[src/rtl/register_bank_pkg.sv]
// Shared CPU constants for the register bank: data width, register count, stack-pointer
// index, reset value and step.
package register_bank_pkg;

    localparam int unsigned CpuWidth   = 16;
    localparam int unsigned CpuNregs   = 10;
    localparam int unsigned CpuSpIdx   = 1;
    localparam logic [15:0] CpuSpReset = 16'hFFFE;
    localparam int unsigned CpuSpStep  = 2;

    // Fixed address-port width, independent of WIDTH.
    localparam int unsigned CpuAddrW   = 4;

endpackage

[src/rtl/reg_cell.sv]
// Single WIDTH-bit register with load enable and a synchronous reset value.
module reg_cell #(
    parameter int unsigned         WIDTH     = 16,
    parameter logic [WIDTH-1:0]    RESET_VAL = '0
) (
    input  logic             clk_i,
    input  logic             reset_i,
    input  logic             load_i,
    input  logic [WIDTH-1:0] d_i,
    output logic [WIDTH-1:0] q_o
);

    logic [WIDTH-1:0] val_q, val_d;

    always_comb begin
        val_d = load_i ? d_i : val_q;
    end

    always_ff @(posedge clk_i) begin
        if (reset_i) begin
            val_q <= RESET_VAL;
        end else begin
            val_q <= val_d;
        end
    end

    assign q_o = val_q;

endmodule

[src/rtl/register_bank.sv]
// Ten-entry register bank: r0 hard-wired to zero, r1 doubles as a stack pointer with
// inc/dec and wrap detection, r2..r9 are plain registers. Sticky flag for bad write indices.
module register_bank
    import register_bank_pkg::*;
#(
    parameter int unsigned      WIDTH    = CpuWidth,
    parameter int unsigned      NREGS    = CpuNregs,
    parameter logic [WIDTH-1:0] SP_RESET = WIDTH'(CpuSpReset),
    parameter int unsigned      SP_STEP  = CpuSpStep
) (
    input  logic                clk,
    input  logic                reset,
    input  logic                we,
    input  logic [CpuAddrW-1:0] waddr,
    input  logic [WIDTH-1:0]    wdata,
    input  logic                sp_inc,
    input  logic                sp_dec,
    output logic [WIDTH-1:0]    r0,
    output logic [WIDTH-1:0]    r1,
    output logic [WIDTH-1:0]    r2,
    output logic [WIDTH-1:0]    r3,
    output logic [WIDTH-1:0]    r4,
    output logic [WIDTH-1:0]    r5,
    output logic [WIDTH-1:0]    r6,
    output logic [WIDTH-1:0]    r7,
    output logic [WIDTH-1:0]    r8,
    output logic [WIDTH-1:0]    r9,
    output logic                bad_addr,
    output logic                sp_wrap
);

    logic [WIDTH-1:0] gpr [2:9];

    logic [WIDTH-1:0] sp_q, sp_d;
    logic             bad_q, bad_d;
    logic             wrap_q, wrap_d;
    logic [WIDTH:0]   sp_sum, sp_diff;
    logic             sp_write;

    for (genvar i = 2; i <= 9; i++) begin : g_cell
        // Indices at or above NREGS are not architectural and never load.
        logic load;
        assign load = we && (waddr == CpuAddrW'(i)) && (i < NREGS);

        reg_cell #(
            .WIDTH     (WIDTH),
            .RESET_VAL ('0)
        ) u_cell (
            .clk_i   (clk),
            .reset_i (reset),
            .load_i  (load),
            .d_i     (wdata),
            .q_o     (gpr[i])
        );
    end

    assign sp_write = we && (waddr == CpuAddrW'(CpuSpIdx));
    assign sp_sum   = {1'b0, sp_q} + (WIDTH + 1)'(SP_STEP);
    assign sp_diff  = {1'b0, sp_q} - (WIDTH + 1)'(SP_STEP);

    always_comb begin
        sp_d   = sp_q;
        wrap_d = 1'b0;
        bad_d  = bad_q;
        // A direct write to r1 wins over any stack adjustment in the same cycle.
        if (sp_write) begin
            sp_d = wdata;
        end else if (sp_inc && !sp_dec) begin
            sp_d   = sp_sum[WIDTH-1:0];
            wrap_d = sp_sum[WIDTH];
        end else if (sp_dec && !sp_inc) begin
            sp_d   = sp_diff[WIDTH-1:0];
            wrap_d = sp_diff[WIDTH];
        end
        if (we && (32'(waddr) >= NREGS)) begin
            bad_d = 1'b1;
        end
    end

    always_ff @(posedge clk) begin
        if (reset) begin
            sp_q   <= SP_RESET;
            bad_q  <= 1'b0;
            wrap_q <= 1'b0;
        end else begin
            sp_q   <= sp_d;
            bad_q  <= bad_d;
            wrap_q <= wrap_d;
        end
    end

    assign r0       = '0;
    assign r1       = sp_q;
    assign r2       = gpr[2];
    assign r3       = gpr[3];
    assign r4       = gpr[4];
    assign r5       = gpr[5];
    assign r6       = gpr[6];
    assign r7       = gpr[7];
    assign r8       = gpr[8];
    assign r9       = gpr[9];
    assign bad_addr = bad_q;
    assign sp_wrap  = wrap_q;

endmodule

[config.mk]
export PLATFORM = sky130hd
export DESIGN_NAME = register_bank
export DESIGN_NICKNAME = d
export VERILOG_FILES = /design/src/rtl/register_bank_pkg.sv /design/src/rtl/reg_cell.sv /design/src/rtl/register_bank.sv
export SDC_FILE = /design/constraint.sdc
export NUM_CORES = 1
export LEC_CHECK = 0
export CAP_MARGIN = 0
export CORE_MARGIN = 4
export CORE_UTILIZATION = 33
export CTS_CLUSTER_SIZE = 30
export DETAILED_ROUTE_END_ITERATION = 7
export DONT_BUFFER_PORTS = 1
export GPL_ROUTABILITY_DRIVEN = 0
export SETUP_SLACK_MARGIN = 0.3
export SLEW_MARGIN = 40
export SYNTH_ARGS = -nofsm -noshare
export SYNTH_HDL_FRONTEND = slang
export SYNTH_SLANG_ARGS = --single-unit
[constraint.sdc]
create_clock -name clk -period 4.1 [get_ports clk]
set_clock_uncertainty 0.15 [all_clocks]
set_input_delay 0.82 -clock clk [delete_from_list [all_inputs] [get_ports clk]]
set_output_delay 0.82 -clock clk [all_outputs]
set_load 0.01 [all_outputs]
## Word-level counts from Yosys, hierarchy flattened

Cells that the tools add are included.

| cells by class | value |
|---|---|
| add/subtract/negate cells | 2 |
| magnitude comparators | 1 |
| equal/unequal tests | 9 |
| muxes and demuxes | 5 |
| reduce and logical (&&, ||, !) cells | 16 |

Operators with widths:

| cell | count |
|---|---|
| 2-to-1 mux 16 bit | 3 |
| adder 16 x 2 -> 17 bit, second input constant | 1 |
| subtractor 16 x 2 -> 17 bit, second input constant | 1 |
| equality test 4 x 3 -> 1 bit, second input constant | 4 |
| logical AND 1 bit | 12 |
| equality test 4 x 2 -> 1 bit, second input constant | 2 |
| equality test 4 bit, second input constant | 2 |
| equality test 4 x 1 -> 1 bit, second input constant | 1 |
| greater-or-equal comparator 4 bit, second input constant | 1 |
| nonzero test 3 bit | 1 |
| logical NOT 1 bit | 2 |
| 2-to-1 mux 1 bit | 2 |
| OR reduction 2 bit | 1 |

| storage, ports and cells | value |
|---|---|
| register bits | 146 |
| bits of input ports | 25 |
| output and inout bits | 162 |
| logic and storage cells | 44 |

## Logic depth before layout (Yosys ltp)

| depth | value |
|---|---|
| depth in word-level cells | 5 |
| gate-level depth with buffers | 7 |
| depth with buffers taken out | 6 |

## Modules after synthesis

A second synthesis with hierarchy kept.

| second synthesis, totals | value |
|---|---|
| cells, all modules | 619 |
| area total of the unflattened synthesis | 6204.7 um^2 |

By module, submodules not included:

| module | instances | cells an instance | area an instance (um^2) | seq. area each (um^2) |
|---|---|---|---|---|
| reg_cell | 8 | 52 | 580.6 | 320.3 |
| register_bank | 1 | 203 | 1560.2 | 360.3 |

## Worst setup path after synthesis

No wires, ideal clock.

| path | value |
|---|---|
| path type | input -> register |
| start | input sp_inc |
| end | register sp_q[13] (netlist: r1[13]) |
| setup time | 125 ps |
| arrival | 1842 ps |
| required time | 3825 ps |
| setup slack | 1983 ps |
| stages | 5 |
| buffers on the path | 0 |
| cell sequence | nor2b_4 > or4b_1 > o22ai_2 > and4_1 > a211oi_2 |

| on the way | value |
|---|---|
| cells in the longest elaborated chain, start to end | 3 |
| elaborated cells on any way between the ends | 6 |
| classes of those cells | mux: 2; reduce/logical: 4 |

RTL lines:

| what | line | RTL |
|---|---|---|
| from (decl) | register_bank.sv:16 | `input logic sp_inc,` |
| logical AND 1 bit / logical NOT 1 bit (equally long branches) | register_bank.sv:68, register_bank.sv:71 |  |
| 2-to-1 mux 16 bit / logical AND 1 bit (equally long branches) | register_bank.sv:68, register_bank.sv:71 |  |
| 2-to-1 mux 16 bit / nonzero test 3 bit (equally long branches) | - |  |
| to (signal assigned) | register_bank.sv:86 | `sp_q <= sp_d;` |
| to (decl) | register_bank.sv:34 | `logic [WIDTH-1:0] sp_q, sp_d;` |

Several ways; a longest one is shown, not always the timed one.
A chain may end at the register's enable or synchronous reset.

## Worst setup path after layout

| path | value |
|---|---|
| start | input waddr[3] |
| end | register sp_q[13] (netlist: r1[13]) |

| on the way | value |
|---|---|
| cells in the longest elaborated chain, start to end | 3 |
| elaborated cells on any way between the ends | 4 |
| classes of those cells | eq/ne: 1; mux: 1; reduce/logical: 2 |

RTL lines:

| what | line | RTL |
|---|---|---|
| from (decl) | register_bank.sv:14 | `input logic [CpuAddrW-1:0] waddr,` |
| equality test 4 x 1 -> 1 bit (*) | register_bank.sv:57 | `assign sp_write = we && (waddr == CpuAddrW'(CpuSpIdx));` |
| logical AND 1 bit (*) | register_bank.sv:57 |  |
| nonzero test 3 bit (no source line) / 2-to-1 mux 16 bit (equally long branches) | - |  |

Mark *: on every way between the ends. The rest lies on a longest branch, timed or not.

==> summary.txt <==
Placement
  • Final HPWL from detailed placement: 12.4 mm
  • Placed instance area: 0.00595 mm^2
  • PortBufs: 0
  • Placed insts: just under 900

STA
  • Tcrit/Tclk final: approximately 50%
  • Slew Limit Fails: 0
  • Final setup viols: 0
  • Least-Margin Pin Slew: 0.717 ns
  • Final setup TNS: 0 ns
  • RSZ-0062 raised after global routing: no
  • Highest Clock Rate: about 0.48 GHz
  • Normalized max-slew margin: a little over half
  • Crit path time final: 2.06 ns
  • Hold Vio Cnt, Final: 0

Route
  • Total Routed Length: 19.0 mm
  • 1st-iter DRT viols: 321
  • Vias per inst: 5.08
  • DRC: 0
  • TritonRoute pass-1 iters: 5
  • DR WL/cell: 20.5 um
  • ANT nets after route: 0
  • Vias after detailed routing: 4693

Synth
  • Adder-Cell Fraction of Synth Area: 0.419%
  • Xor and xnor area share after synthesis: around 1.2%
  • Main combinational cell family by area after synthesis: simple AND/OR/NAND/NOR gates
  • Yosys reg bits: 146
  • Post-Syn Instances: 729
  • Synth Cell Area: 0.00597 mm^2
  • Simple-gate share of the synthesized area: a little under a quarter
  • Register area share after synthesis: 48.9%
  • Number of distinct library cells after synthesis: 55
  • Syn avg cell area: a little over 8 um^2
  • Post-synthesis mux area share: between 5 and 6%
  • Compound-gate portion of the synthesized area: about 12%
  • Ys Warns: 0

Clocking
  • # resized after CTS: 0
  • CTS clk-pin slew, worst paths: 0.06 ns
  • Inserted Clock Buffers: 17
  • Setup bufs post-CTS: 0
  • Clock sinks: 146
  • Clk_lat worst skew: 0.42 ns
  • # H-tree levels: 4
  • CTS tree: yes
  • Clk root buf: clkbuf_16
  • Hold_buf cts: 0
  • Clock tree buffer depth: 2

Setup path
  • Reg2reg start: r1[4]$_SDFFE_PP1P_
  • Critical Path Sink Type: flip-flop
  • Crit path kind: in2reg
  • Crit start category: input pin
  • Critical Path RT: 4.29 ns
  • Worst Path Max Fanout: 14
  • Crit path arrival time: ~2.3 ns
  • CP Launch Point: waddr[3]

Global routing
  • First-pass GRT wire length: 28.4 mm
  • Vias in the first global route: 4430
  • Remaining Overflow, GRT: 0
  • Largest net degree at the start of global routing: about 150
  • Initial antenna violation count: 0
  • Total GRT Usage: roughly 19%

Floorplan
  • Io pins: roughly 190
  • Initial Util: 34.1%
  • Die Y: between 100 and 150 um
  • Row cnt: 48
  • Die area: 0.0203 mm^2
  • Die W: 143 um
  • Core Footprint: about 0.018 mm^2

Finish
  • Final net count: 714
  • Antenna cell count: 0
  • Most common cell after layout, fill and taps aside: nand2_1
  • Fin cells: 924
  • Filler cell count: around 1.8k
  • Final Cell Area: 0.00662 mm^2
  • Most frequent cells in the layout: nand2_1, dfxtp_1, a21oi_1
  • Share of cells above drive strength 1: ~7.0%
  • Layout area overhead: 10.8%

Worst hold path
  • Hold_sp: reset
  • Min-Delay Path Class: in2reg

Power and ir drop
  • P per Cell Area: 518 mW/mm^2
  • Peak supply drop: 0.284 mV
  • Leak: 2.34 nW
  • Overall power: 0.00343 W

Outcome
  • Status: finished, final reports clean

Flow run
  • Max Cap Viol: 0
==> where the power goes <==
part / leakage [nW] / total, W / switching (W) / internal (W)
clock network: 0.323 / 0.00177 / 0.000611 / 0.00116
registers: 1.18 / 0.00151 / 0.0000624 / 0.00145
logic: 0.841 / 0.000147 / 0.0000829 / 0.0000637
==> cell families (layout without fill, tap and decap cells) <==
kind of cell,count (synthesis),count (layout)
compound gates,130,130
mux,34,34
buf+inv,85,40
simple gates,323,323
xor+xnor,8,8
other cells,1,16
fa+ha+maj,2,2
flops,146,146
==> Yosys cell counts (all sizes together) <==
| master | instances | area [um^2] |
|---|---|---|
| a211oi | 1 | 12.5 |
| o221ai | 2 | 17.5 |
| nor2 | 41 | 154 |
| o32ai | 3 | 26.3 |
| or3 | 5 | 31.3 |
| nand3b | 3 | 26.3 |
| mux2i | 34 | 340 |
| or4b | 1 | 10.0 |
| o21a | 1 | 7.51 |
| o21ai | 3 | 15.0 |
| a21oi | 101 | 505 |
| clkbuf | 41 | 155 |
| conb | 1 | 3.75 |
| or2 | 2 | 12.5 |
| and3 | 6 | 37.5 |
| and4b | 2 | 20.0 |
| dfxtp | 146 | 2920 |
| a32oi | 1 | 8.76 |
| a2111oi | 1 | 10.0 |
| nand2b | 4 | 25.0 |
| o22ai | 6 | 43.8 |
| buf | 39 | 269 |
| nor4 | 3 | 33.8 |
| nand2 | 214 | 803 |
| xnor2 | 4 | 35.0 |
| and4 | 4 | 35.0 |
| nand4 | 7 | 43.8 |
| nor2b | 2 | 20.0 |
| o211ai | 6 | 45.0 |
| nand3 | 7 | 35.0 |
| o311ai | 1 | 8.76 |
| ha | 2 | 25.0 |
| a211o | 1 | 8.76 |
| a2111o | 1 | 11.3 |
| nor3 | 17 | 95.1 |
| a22oi | 1 | 7.51 |
| xor2 | 4 | 35.0 |
| inv | 5 | 18.8 |
| and3b | 1 | 8.76 |
| and2 | 1 | 6.26 |
| nor3b | 2 | 25.0 |
| o211a | 1 | 10.0 |
| or4 | 1 | 7.51 |
==> stage by stage <==
step / hold slack, ns / utilization, % / setup WS (ns)
5_1_grt: 0.301 / 37.7 / 1.90
3_5_place_dp: 0.339 / 33.9 / 1.54
3_3_place_gp: 0.335 / 33.7 / 1.47
2_1_floorplan: 0.331 / - / 1.98
6_report: 0.326 / 37.7 / 2.04
4_1_cts: 0.302 / 37.7 / 1.98
==> flip-flops by register name (all words and copies together), names as in the netlist <==
register	flops
g_cell.u_cell.q_o	128
r1	16
bad_addr	1
sp_wrap	1
==> worst max-delay path, stage by stage <==
cell and delay [ns]:
nor3b_2 0.31, nand3b_1 0.41, and3_1 0.34, and4_1 0.20, a211oi_2 0.17
==> worst paths after layout <==
| check | end | slack, ns | cells after the start |
|---|---|---|---|
| hold / removal | r1[0]$_SDFFE_PP0P_ | 0.33 | 1 |
| setup reg to reg | sp_wrap$_SDFF_PP0_ | 2.06 | 5 |
| setup / recovery | r1[13]$_SDFFE_PP1P_ | 2.04 | 5 |
| hold reg to reg | g_cell[7].u_cell.q_o[4]$_SDFFE_PP0P_ | 0.35 | 2 |
==> layout make-up <==
type                    count  area (um^2)  area share [%]
flip-flops and latches    146         2920            44.2
multi-input cells         513         2690            40.6
clock buffers              18          439            6.63
well taps                 225          282            4.25
clock inverters            13          231            3.50
repair buffers              4         37.5           0.567
inverters                   5         18.8           0.284
==> metal layers <==
layer | share of wire (%) | GRT usage [%] | wire (um)
met1 | 42 | 24.7 | 7930
met2 | 45 | 26.9 | 8510
met3 | 12 | 9.04 | 2260
met4 | 1.5 | 5.20 | 280
met5 | 0 | 0 | 0
Power figures use the tool's default switching activity.
